==> src/rtl/control_pipe_register.sv <==
// Elastic DEPTH-stage register for control-store microinstruction words and their state tags.
// Latency: DEPTH cycles from acceptance to out_valid; sustains 1 word/cycle.
// Backpressure: in_ready is combinational from out_ready; bubbles collapse; optional parity via CTRL_PARITY_EN.
module control_pipe_register #(
    parameter int                WORD_W   = 39,
    parameter int                STATE_W  = 10,
    parameter int                DEPTH    = 2,
    parameter logic [WORD_W-1:0] NOP_WORD = {WORD_W{1'b0}},
    parameter int                CNT_W    = 16
) (
    input  logic               clk,
    input  logic               reset,
    input  logic               in_valid,
    output logic               in_ready,
    input  logic [WORD_W-1:0]  in_word,
    input  logic [STATE_W-1:0] in_state,
    input  logic               flush,
    output logic               out_valid,
    input  logic               out_ready,
    output logic [WORD_W-1:0]  out_word,
    output logic [STATE_W-1:0] out_state,
    output logic [2:0]         occupancy,
`ifdef CTRL_PARITY_EN
    input  logic               in_parity,
    output logic               par_err,
`endif
    output logic [CNT_W-1:0]   stall_cnt
);

    generate
        if (DEPTH < 1 || DEPTH > 4) begin : g_bad_depth
            $error("control_pipe_register: DEPTH must be in 1..4");
        end
    endgenerate

    logic [DEPTH-1:0]   vld_q, vld_nxt, adv;
    logic [WORD_W-1:0]  word_q  [DEPTH];
    logic [WORD_W-1:0]  word_nxt[DEPTH];
    logic [STATE_W-1:0] state_q  [DEPTH];
    logic [STATE_W-1:0] state_nxt[DEPTH];
    logic [2:0]         occ_nxt;
    logic               in_xfer;
`ifdef CTRL_PARITY_EN
    logic [DEPTH-1:0]   par_q, par_nxt;
`endif

    // A stage advances when out_ready is high or any stage at or beyond it is empty.
    always_comb begin
        adv = '0;
        for (int k = 0; k < DEPTH; k++) begin
            adv[k] = out_ready;
            for (int j = k; j < DEPTH; j++) begin
                if (!vld_q[j]) adv[k] = 1'b1;
            end
        end
    end

    assign in_ready = adv[0] && !flush;
    assign in_xfer  = in_valid && in_ready;

    always_comb begin
        vld_nxt   = vld_q;
        word_nxt  = word_q;
        state_nxt = state_q;
`ifdef CTRL_PARITY_EN
        par_nxt   = par_q;
`endif
        for (int k = DEPTH-1; k >= 1; k--) begin
            if (adv[k]) begin
                vld_nxt[k]   = vld_q[k-1];
                word_nxt[k]  = vld_q[k-1] ? word_q[k-1] : NOP_WORD;
                state_nxt[k] = vld_q[k-1] ? state_q[k-1] : '0;
`ifdef CTRL_PARITY_EN
                par_nxt[k]   = vld_q[k-1] && par_q[k-1];
`endif
            end
        end
        if (adv[0]) begin
            vld_nxt[0]   = in_xfer;
            word_nxt[0]  = in_xfer ? in_word : NOP_WORD;
            state_nxt[0] = in_xfer ? in_state : '0;
`ifdef CTRL_PARITY_EN
            par_nxt[0]   = in_xfer && in_parity;
`endif
        end
        if (flush) begin
            vld_nxt = '0;
            for (int k = 0; k < DEPTH; k++) begin
                word_nxt[k]  = NOP_WORD;
                state_nxt[k] = '0;
            end
`ifdef CTRL_PARITY_EN
            par_nxt = '0;
`endif
        end
        occ_nxt = '0;
        for (int k = 0; k < DEPTH; k++) begin
            occ_nxt = occ_nxt + 3'(vld_nxt[k]);
        end
    end

    always_ff @(posedge clk) begin
        if (reset) begin
            vld_q     <= '0;
            occupancy <= '0;
            for (int k = 0; k < DEPTH; k++) begin
                word_q[k]  <= NOP_WORD;
                state_q[k] <= '0;
            end
        end else begin
            vld_q     <= vld_nxt;
            occupancy <= occ_nxt;
            word_q    <= word_nxt;
            state_q   <= state_nxt;
        end
    end

    assign out_valid = vld_q[DEPTH-1];
    assign out_word  = out_valid ? word_q[DEPTH-1] : NOP_WORD;
    assign out_state = out_valid ? state_q[DEPTH-1] : '0;

    always_ff @(posedge clk) begin
        if (reset) begin
            stall_cnt <= '0;
        end else if (out_valid && !out_ready && stall_cnt != '1) begin
            stall_cnt <= stall_cnt + CNT_W'(1);
        end
    end

`ifdef CTRL_PARITY_EN
    always_ff @(posedge clk) begin
        if (reset) begin
            par_q   <= '0;
            par_err <= 1'b0;
        end else begin
            par_q <= par_nxt;
            // The word is delivered regardless; the error is only recorded.
            if (out_valid && out_ready && (^{out_word, par_q[DEPTH-1]})) par_err <= 1'b1;
        end
    end
`endif

endmodule

==> config.mk <==
export PLATFORM = sky130hd
export DESIGN_NAME = control_pipe_register
export DESIGN_NICKNAME = d
export VERILOG_FILES = /design/src/rtl/control_pipe_register.sv
export SDC_FILE = /design/constraint.sdc
export NUM_CORES = 1
export LEC_CHECK = 0
export BUFFER_PORTS_ARGS = -buffer_cell sky130_fd_sc_hd__buf_2
export CORE_UTILIZATION = 56
export CTS_CLUSTER_SIZE = 14
export DETAILED_ROUTE_END_ITERATION = 8
export HOLD_SLACK_MARGIN = 0.12
export PLACE_DENSITY = 0.88
export REMOVE_ABC_BUFFERS = 1
export SKIP_CTS_REPAIR_TIMING = 1
export SLEW_MARGIN = 20
export SYNTH_ARGS = -nofsm -noshare
export SYNTH_HDL_FRONTEND = slang
export SYNTH_SLANG_ARGS = --single-unit
==> constraint.sdc <==
create_clock -name clk -period 3.6 [get_ports clk]
set_clock_uncertainty 0.1 [all_clocks]
set_input_delay 0.18 -clock clk [delete_from_list [all_inputs] [get_ports clk]]
set_output_delay 0.18 -clock clk [all_outputs]
set_load 0.01 [all_outputs]
== Word-level counts from Yosys, hierarchy flattened ==
Index checks and enable logic that the tools add are counted.

* Bits of input ports: 54
* Output and inout bits: 70
* Word-level logic and storage cells: 29
* Bits in registers: 119

* $add $sub $neg: 2
* Eq/ne operators: 1
* Muxes and demuxes: 12
* Reductions and logical operators: 7

{| class="wikitable"
|+ Operators by type and width
! kind !! number
|-
| two-way mux 39 bit || 3
|-
| two-way mux 10 bit || 3
|-
| adder 16 x 1 -> 16 bit, second input constant || 1
|-
| != test 16 bit, second input constant || 1
|-
| two-way mux 1 bit || 5
|-
| logical AND 1 bit || 4
|-
| adder 1 x 1 -> 2 bit || 1
|-
| zero test 1 bit || 2
|-
| two-way mux 2 bit || 1
|-
| OR reduction 2 bit || 1
|}

== Depth between registers and ports, before layout ==
Gate-level depths: netlist of the first run.

* Depth after elaboration: 7
* Mapped depth: 7
* Gate-level depth less buffers: 5

== Least setup slack after synthesis of the first run ==
OpenSTA, ideal clock, no wires.

* Path kind: reg2reg
* Start point: register stall_cnt[0]
* End point: register stall_cnt[1]
* Required time: 3.372 ns
* Library setup time: 0.128 ns
* Cell stages (with the launch flop): 7
* Period minus slack after synthesis: 1.832 ns
* Arrival: 1.604 ns
* Buffers on the path: 1
* Setup slack: 1.768 ns
* Cell sequence: dfxtp_1 -> ha_1 -> nand3_1 -> o41ai_4 -> buf_6 -> mux2i_1 -> nor2_1

* Longest elaborated chain between the ends: 2
* Elaborated cells between the ends (all ways): 3
* Classes of those cells: add/sub: 1; eq/ne: 1; reduce/logical: 1

{| class="wikitable"
|+ RTL lines
! element !! RTL line !! text
|-
| from (decl) || 27 || <nowiki>output logic [CNT_W-1:0] stall_cnt</nowiki>
|-
| from (signal assigned) || 126 || <nowiki>stall_cnt <= stall_cnt + CNT_W'(1);</nowiki>
|-
| parallel branches: the longest is 2 deep, another holds adder 16 x 1 -> 16 bit || -- ||
|}

Parallel ways; which one is timed is not known.
A chain may end at the register's enable or synchronous reset.

== Final worst setup path of the first run ==
* Start point: register vld_q[1]
* End point: output in_ready

* Longest elaborated chain between the ends: 2

{| class="wikitable"
|+ RTL lines
! element !! RTL line !! text
|-
| from (decl) || 36 || <nowiki>logic [DEPTH-1:0] vld_q, vld_nxt, adv;</nowiki>
|-
| from (signal assigned) || 111 || <nowiki>vld_q <= vld_nxt;</nowiki>
|-
| two-way mux 1 bit || 53 || <nowiki>if (!vld_q[j]) adv[k] = 1'b1;</nowiki>
|-
| logical AND 1 bit || 58 || <nowiki>assign in_ready = adv[0] && !flush;</nowiki>
|-
| to (decl) || 14 || <nowiki>output logic in_ready,</nowiki>
|}

No other way between the ends.

==> impl_metrics.tcl, run 1 <==
set metrics [dict create \
    initial_drt_markers 377 \
    synth.avg_cell_area_um2 9.165 \
    fp.coreArea_um2 7767 \
    cts_max_level 4 \
    final_core_utilization_pct 80.20 \
    finalWorstPathRequiredPeriod_ns 2.541 \
    setup_viol 0 \
    synth-seq-cells 118 \
    routed_wire_length_per_instance_um 16.44 \
    grt_first_pass_wirelength_um 17600 \
    antenna_violating_nets_post_route 0 \
    p_per_area_nw_per_um2 499.6 \
    numCtsBuffers 17 \
    worst-endpoint-arrival_ns 2.26 \
    tritoncts_num_sinks 118 \
    timing_worst_setup_path_type "reg -> out" \
    ios 124 \
    post-synth-top-area-cell "sky130_fd_sc_hd__dfxtp_1" \
    clock_tree_buffer_depth 2 \
    post_route_cells_drive_above_1_share_pct 24.85 \
    final_hold_viol_count 0 \
    yosysWarnings 0 \
    rsz0062_at_grt "false" \
    synth_cell_type_count 35 \
    diodes 0 \
    design.final.nets 704 \
    first_global_vias 3653 \
    syn_area_um2 4509 \
    layout_worst_path_cycle_share_pct 70.57 \
    grt_antenna_before_repair 0 \
    dp_cells 679 \
    synth_common_cells "sky130_fd_sc_hd__dfxtp_1, sky130_fd_sc_hd__nor2_1, sky130_fd_sc_hd__a22oi_1, sky130_fd_sc_hd__and2_1, sky130_fd_sc_hd__clkbuf_1" \
    tritoncts "done" \
    syn-instance-count 492 \
    grt_remaining_overflow 0 \
    irDropWorstVdd_mv 0.4604 \
    synth_enable_flop_cells 0 \
    die_height_um 91.74 \
    result_of_the_run "finished, final reports clean" \
    yosysMostFrequentCell "sky130_fd_sc_hd__dfxtp_1" \
    grt_start_max_net_pins 101 \
    grt.total_usage_pct 26.67 \
    timing.final.max_slew_violations 0 \
    finish.cell_count_without_fillers 762 \
    fin_setup_tns_ns 0 \
    worst_skew_pair.late_latency_ns 0.51 \
    start_util_pct 58.05 \
    num_vias 4390 \
    p_leak_nw 2.589 \
    portBuffers 122 \
    synth_async_sr_flop_share_pct 0 \
    area_growth_syn_to_layout_pct 38.15 \
    row_count 32 \
    yosys-top-cells-area "sky130_fd_sc_hd__dfxtp_1, sky130_fd_sc_hd__a22oi_1, sky130_fd_sc_hd__nor2_1" \
    timing_worst_slew_pin_value_ns 1.050 \
    timing.max_slew.rel_slack_pct 30.03 \
    crit_path_start_kind "flip-flop" \
    die_w_um 91.74 \
    drt_drc_violations_left 0 \
    worstSetupEndpointType "output port" \
    place.gp.congestion 0.8011 \
    synth_top_area_share_pct 52.39 \
    cts.reportedPaths.clkPinSlew_ns 0.05 \
    path_max_fanout 51 \
    via_per_inst 5.761 \
    critical_path_required_ns 3.32 \
    drt-pass1-iter-count 8 \
    timing.max_cap.violations 0 \
    synthFlopType "sky130_fd_sc_hd__dfxtp_1" \
    place.detailed.hpwl_um 6619 \
    fmax_mhz 393.6 \
    min_path_type "in -> reg" \
    drt-total-wl_um 12530 \
    register_area_share_after_synthesis_pct 52.39 \
    clock_tree.root_cell "sky130_fd_sc_hd__clkbuf_8" \
    fp.dieArea_um2 8415 \
]
-- flip-flops by register name (all words and copies together), names as in the netlist --
signal	count
word_q	78
state_q	20
stall_cnt	16
occupancy	2
vld_q	2
-- power breakdown --
part | leakage [nW] | internal (mW) | switching (mW) | total [mW]
combinational | 1.35 | 0.0786 | 0.0826 | 0.161
clock | 0.284 | 1.06 | 0.567 | 1.62
sequential | 0.953 | 1.32 | 0.00765 | 1.33
-- per-stage QoR --
stage	hold WS [ns]	setup WS (ns)	instance area, µm²	power, mW
after global placement	0.3146	1.294	5124	1.459
after CTS	-0.2081	1.068	5692	3.067
after global routing	0.1209	0.9000	6230	3.200
after floorplan	0.1491	0.2292	4338	1.404
after detailed placement	0.3199	1.145	5124	1.462
final	0.1136	1.059	6230	3.112
-- cell usage in the layout (no fill, tap or decap), types with 2 or more instances in the layout --
cell type | Yosys | routed
sky130_fd_sc_hd__nor2b_1 | 3 | 2
sky130_fd_sc_hd__clkinv_2 | 0 | 7
sky130_fd_sc_hd__xor2_1 | 2 | 2
sky130_fd_sc_hd__clkbuf_1 | 34 | 2
sky130_fd_sc_hd__or3_1 | 8 | 8
sky130_fd_sc_hd__nand4_1 | 4 | 4
sky130_fd_sc_hd__a22oi_1 | 98 | 98
sky130_fd_sc_hd__bufinv_16 | 0 | 3
sky130_fd_sc_hd__o21ai_0 | 7 | 7
sky130_fd_sc_hd__clkbuf_16 | 0 | 16
sky130_fd_sc_hd__nor2_1 | 109 | 109
sky130_fd_sc_hd__dlygate4sd3_1 | 0 | 51
sky130_fd_sc_hd__nand3_1 | 4 | 4
sky130_fd_sc_hd__nand2_1 | 6 | 6
sky130_fd_sc_hd__buf_4 | 1 | 4
sky130_fd_sc_hd__dfxtp_1 | 118 | 118
sky130_fd_sc_hd__buf_2 | 5 | 122
sky130_fd_sc_hd__or4_1 | 5 | 5
sky130_fd_sc_hd__and2_1 | 49 | 49
sky130_fd_sc_hd__and3_1 | 2 | 2
sky130_fd_sc_hd__clkbuf_8 | 0 | 2
sky130_fd_sc_hd__o31ai_1 | 5 | 5
sky130_fd_sc_hd__a21oi_1 | 13 | 13
sky130_fd_sc_hd__ha_1 | 2 | 2
sky130_fd_sc_hd__inv_1 | 2 | 2
-- cell families (layout without fill, tap and decap cells) --
logic type / after synthesis / count (layout) / synth area share, %
and+or+nand+nor: 199 / 199 / 22.11
AOI/OAI and AO/OA: 126 / 126 / 20.28
DFF: 118 / 118 / 52.39
buffers and inverters: 43 / 211 / 3.968
adders and majority gates: 2 / 2 / 0.5549
xor gates and xnor gates: 2 / 2 / 0.3885
other: 1 / 1 / 0.08316
muxes: 1 / 1 / 0.2220
-- worst paths after layout --
kind,start,end,slack (ns),cells after the start
hold reg to reg,word_q[76],word_q[37],0.40,2
hold / removal,flush,occupancy[0],0.11,4
setup / recovery,vld_q[1],in_ready,1.06,4
setup reg to reg,vld_q[1],word_q[58],1.09,5
-- worst max-delay path: stages (launching register included) --
cell and delay, ns:
sky130_fd_sc_hd__dfxtp_1 0.68, sky130_fd_sc_hd__and3b_2 0.31, sky130_fd_sc_hd__buf_4 0.48, sky130_fd_sc_hd__nor2_1 0.11, sky130_fd_sc_hd__buf_2 0.17
-- final cells by class --
cell class | count | area (µm²)
tap | 102 | 127.6
sequential | 118 | 2362
timing repair buffer | 178 | 1179
fill | 467 | 1538
clock inverter | 11 | 132.6
inverter | 2 | 7.507
clock buffer | 20 | 435.4
multi-input combinational | 331 | 1986
-- per-layer routing --
metal  wire [µm]  track usage, %
met2        6321           42.42
met4         294           10.81
met5           0               0
met1        5096           35.11
met3         818           6.136
Note: power is estimated with default switching activity, not from simulation.
==> run 2, diff against run 1 <==
--- a/config.mk
+++ b/config.mk
@@ -6,11 +6,11 @@
 export NUM_CORES = 1
 export LEC_CHECK = 0
 export BUFFER_PORTS_ARGS = -buffer_cell sky130_fd_sc_hd__buf_2
-export CORE_UTILIZATION = 56
+export CORE_UTILIZATION = 52
 export CTS_CLUSTER_SIZE = 14
 export DETAILED_ROUTE_END_ITERATION = 8
 export HOLD_SLACK_MARGIN = 0.12
-export PLACE_DENSITY = 0.88
+export PLACE_DENSITY = 0.82
 export REMOVE_ABC_BUFFERS = 1
 export SKIP_CTS_REPAIR_TIMING = 1
 export SLEW_MARGIN = 20
==> constraint.sdc (replaced) <==
create_clock -name clk -period 2.5 [get_ports clk]
set_clock_uncertainty 0.1 [all_clocks]
set_input_delay 0.125 -clock clk [delete_from_list [all_inputs] [get_ports clk]]
set_output_delay 0.125 -clock clk [all_outputs]
set_load 0.01 [all_outputs]
==> run 2 against run 1 <==
Sequential cell count unchanged. Sequential power up 44%. Register-to-register slack lost 0.75 ns. Critical path depth did not move. Setup slack lost 0.80 ns. Sequential share of layout area down 0.73 points. Global-route usage down 1.6 points. Power grew 50%. Cell count is 0.92% higher. Critical path type unchanged. Critical endpoint unchanged. Highest routed layer unchanged.
==> impl_metrics.tcl, run 2 (synthesis results as in run 1) <==
set metrics [dict create \
    critical-path-slowest-cell "sky130_fd_sc_hd__dfxtp_1" \
    grt_first_pass_wirelength_um 17480 \
    cts_max_level 4 \
    crit_path_start_kind "flip-flop" \
    flip_flop_count_of_the_largest_register_after_layout 78 \
    finalWorstPathRequiredPeriod_ns 2.245 \
    grt_remaining_overflow 0 \
    grt_start_max_net_pins 101 \
    area_growth_syn_to_layout_pct 40.87 \
    layout_worst_path_cycle_share_pct 89.79 \
    grt.total_usage_pct 25.09 \
    worstHoldStart "out_ready" \
    post_route_cells_drive_above_1_share_pct 25.30 \
    p_leak_nw 2.629 \
    timing_worst_slew_pin_value_ns 0.7762 \
    path_max_fanout 39 \
    worst_skew_pair.late_latency_ns 0.50 \
    largest_registers "word_q: 78 flops, state_q: 20 flops, stall_cnt: 16 flops" \
    rsz0062_at_grt "false" \
    fmax_mhz 445.5 \
    worst_path_largest_cell_delay_ns 0.55 \
    path_buf_inv 2 \
    initial_drt_markers 234 \
    via_per_inst 5.588 \
    antenna_violating_nets_post_route 0 \
    drt-total-wl_um 12190 \
    timing.max_slew.rel_slack_pct 48.07 \
    result_of_the_run "finished, final reports clean" \
    drt_drc_violations_left 0 \
    irDropWorstVdd_mv 0.6223 \
    registers.top_by_ff_count "word_q" \
    die_height_um 95.12 \
    worst-endpoint-arrival_ns 2.02 \
    pre_cts_ws_ns 0.3533 \
    grt_antenna_before_repair 0 \
    place.gp.congestion 0.7835 \
    portBuffers 122 \
    final_hold_viol_count 0 \
    cpLargestDelayFamily "flip-flops" \
    setup_viol 0 \
    fp.coreArea_um2 8299 \
    final_core_utilization_pct 76.54 \
    path_cells "and3b_2 -> buf_12 -> nor2_1 -> buf_2" \
    diodes 0 \
    post-route-cell-area_um2 6352 \
    worstSetupEndpointType "output port" \
    setup_ws_ns 0.2553 \
    ios 124 \
    timing_worst_setup_path_type "reg -> out" \
    die_w_um 95.12 \
    num_vias 4297 \
    design.final.nets 707 \
    row_count 33 \
    timing.hold.worst_endpoint "state_q[6]" \
    min_path_type "in -> reg" \
    cts.reportedPaths.clkPinSlew_ns 0.06 \
    worstReg2RegEnd "stall_cnt[9]" \
    place.detailed.hpwl_um 6670 \
    fp.dieArea_um2 9048 \
    tritoncts "done" \
    clock_tree_buffer_depth 2 \
    holdPathStages 4 \
    tritoncts_num_sinks 118 \
    timing.final.max_slew_violations 0 \
    dpl-instance-area_um2 5213 \
    clock_tree.root_cell "sky130_fd_sc_hd__clkbuf_8" \
    numCtsBuffers 17 \
    drt-pass1-iter-count 6 \
    rr_startpoint "stall_cnt[0]" \
    start_util_pct 54.33 \
    setup.reg_to_reg.worst_slack_ns 0.34 \
    layout.cells.most_common "sky130_fd_sc_hd__buf_2" \
    routed_wire_length_per_instance_um 15.85 \
    p_per_area_nw_per_um2 733.0 \
    critical_path_required_ns 2.28 \
    timing.max_cap.violations 0 \
    layout.cells.most_common_list "sky130_fd_sc_hd__buf_2, sky130_fd_sc_hd__dfxtp_1, sky130_fd_sc_hd__nor2_1" \
    worst-r2r-cell-count 5 \
    first_global_vias 3756 \
]
[run 2: cell types whose count changed in the layout (fill, tap and decap cells not counted), sizes merged]
cell and delta:
clkinv -1, bufinv +1, buf +2, clkinvlp +1, dlygate4sd3 +1, inv +2, clkbuf -2
[run 2: cell type report]
type	count	area, µm²
repair buffers	181	1246
multi-input cells	331	1986
clock inverters	14	201.4
clock buffers	18	417.9
inverters	2	7.507
fillers	529	1947
flip-flops and latches	118	2362
well taps	105	131.4
[run 2: worst max-delay path by stage]
stage,slack (ns),end,cells past startpoint,startpoint
after floorplan,-0.87,state_q[10],4,vld_q[1]
after CTS,0.22,in_ready,4,vld_q[1]
final,0.26,in_ready,4,vld_q[1]
after detailed placement,0.35,stall_cnt[9],5,stall_cnt[0]
after global routing,0.13,in_ready,4,vld_q[1]
after global placement,0.50,stall_cnt[1],5,stall_cnt[0]
[run 2: routing by layer]
layer,global-route usage (%),up-vias,wire (µm),share of wire [%]
li1,-,2059,-,-
met1,29.59,2042,4899,40
met2,42.80,182,6444,53
met3,6.858,14,680,5.6
met4,10.35,0,167,1.4
met5,0,-,0,0
[run 2: where the power goes]
| part | internal (mW) | total, mW | switching, mW |
|---|---|---|---|
| registers | 1.90 | 1.91 | 0.00980 |
| clock network | 1.63 | 2.51 | 0.879 |
| logic | 0.121 | 0.241 | 0.120 |
[run 2: tightest hold or removal path, cell delays in order]
cell and delay (ns):
sky130_fd_sc_hd__buf_2 0.10, sky130_fd_sc_hd__inv_1 0.20, sky130_fd_sc_hd__a22oi_1 0.23, sky130_fd_sc_hd__nor2_1 0.05
[run 2: metrics by stage]
step | setup TNS (ns) | hold slack, ns | cells | total power, mW
4_1_cts | 0 | -0.2682 | 717 | 4.621
5_1_grt | 0 | 0.1867 | 769 | 4.785
6_report | 0 | 0.1542 | 769 | 4.656
3_3_place_gp | 0 | 0.2607 | 685 | 2.115
3_5_place_dp | 0 | 0.2661 | 685 | 2.119
2_1_floorplan | -69.52 | 0.09407 | 451 | 2.021
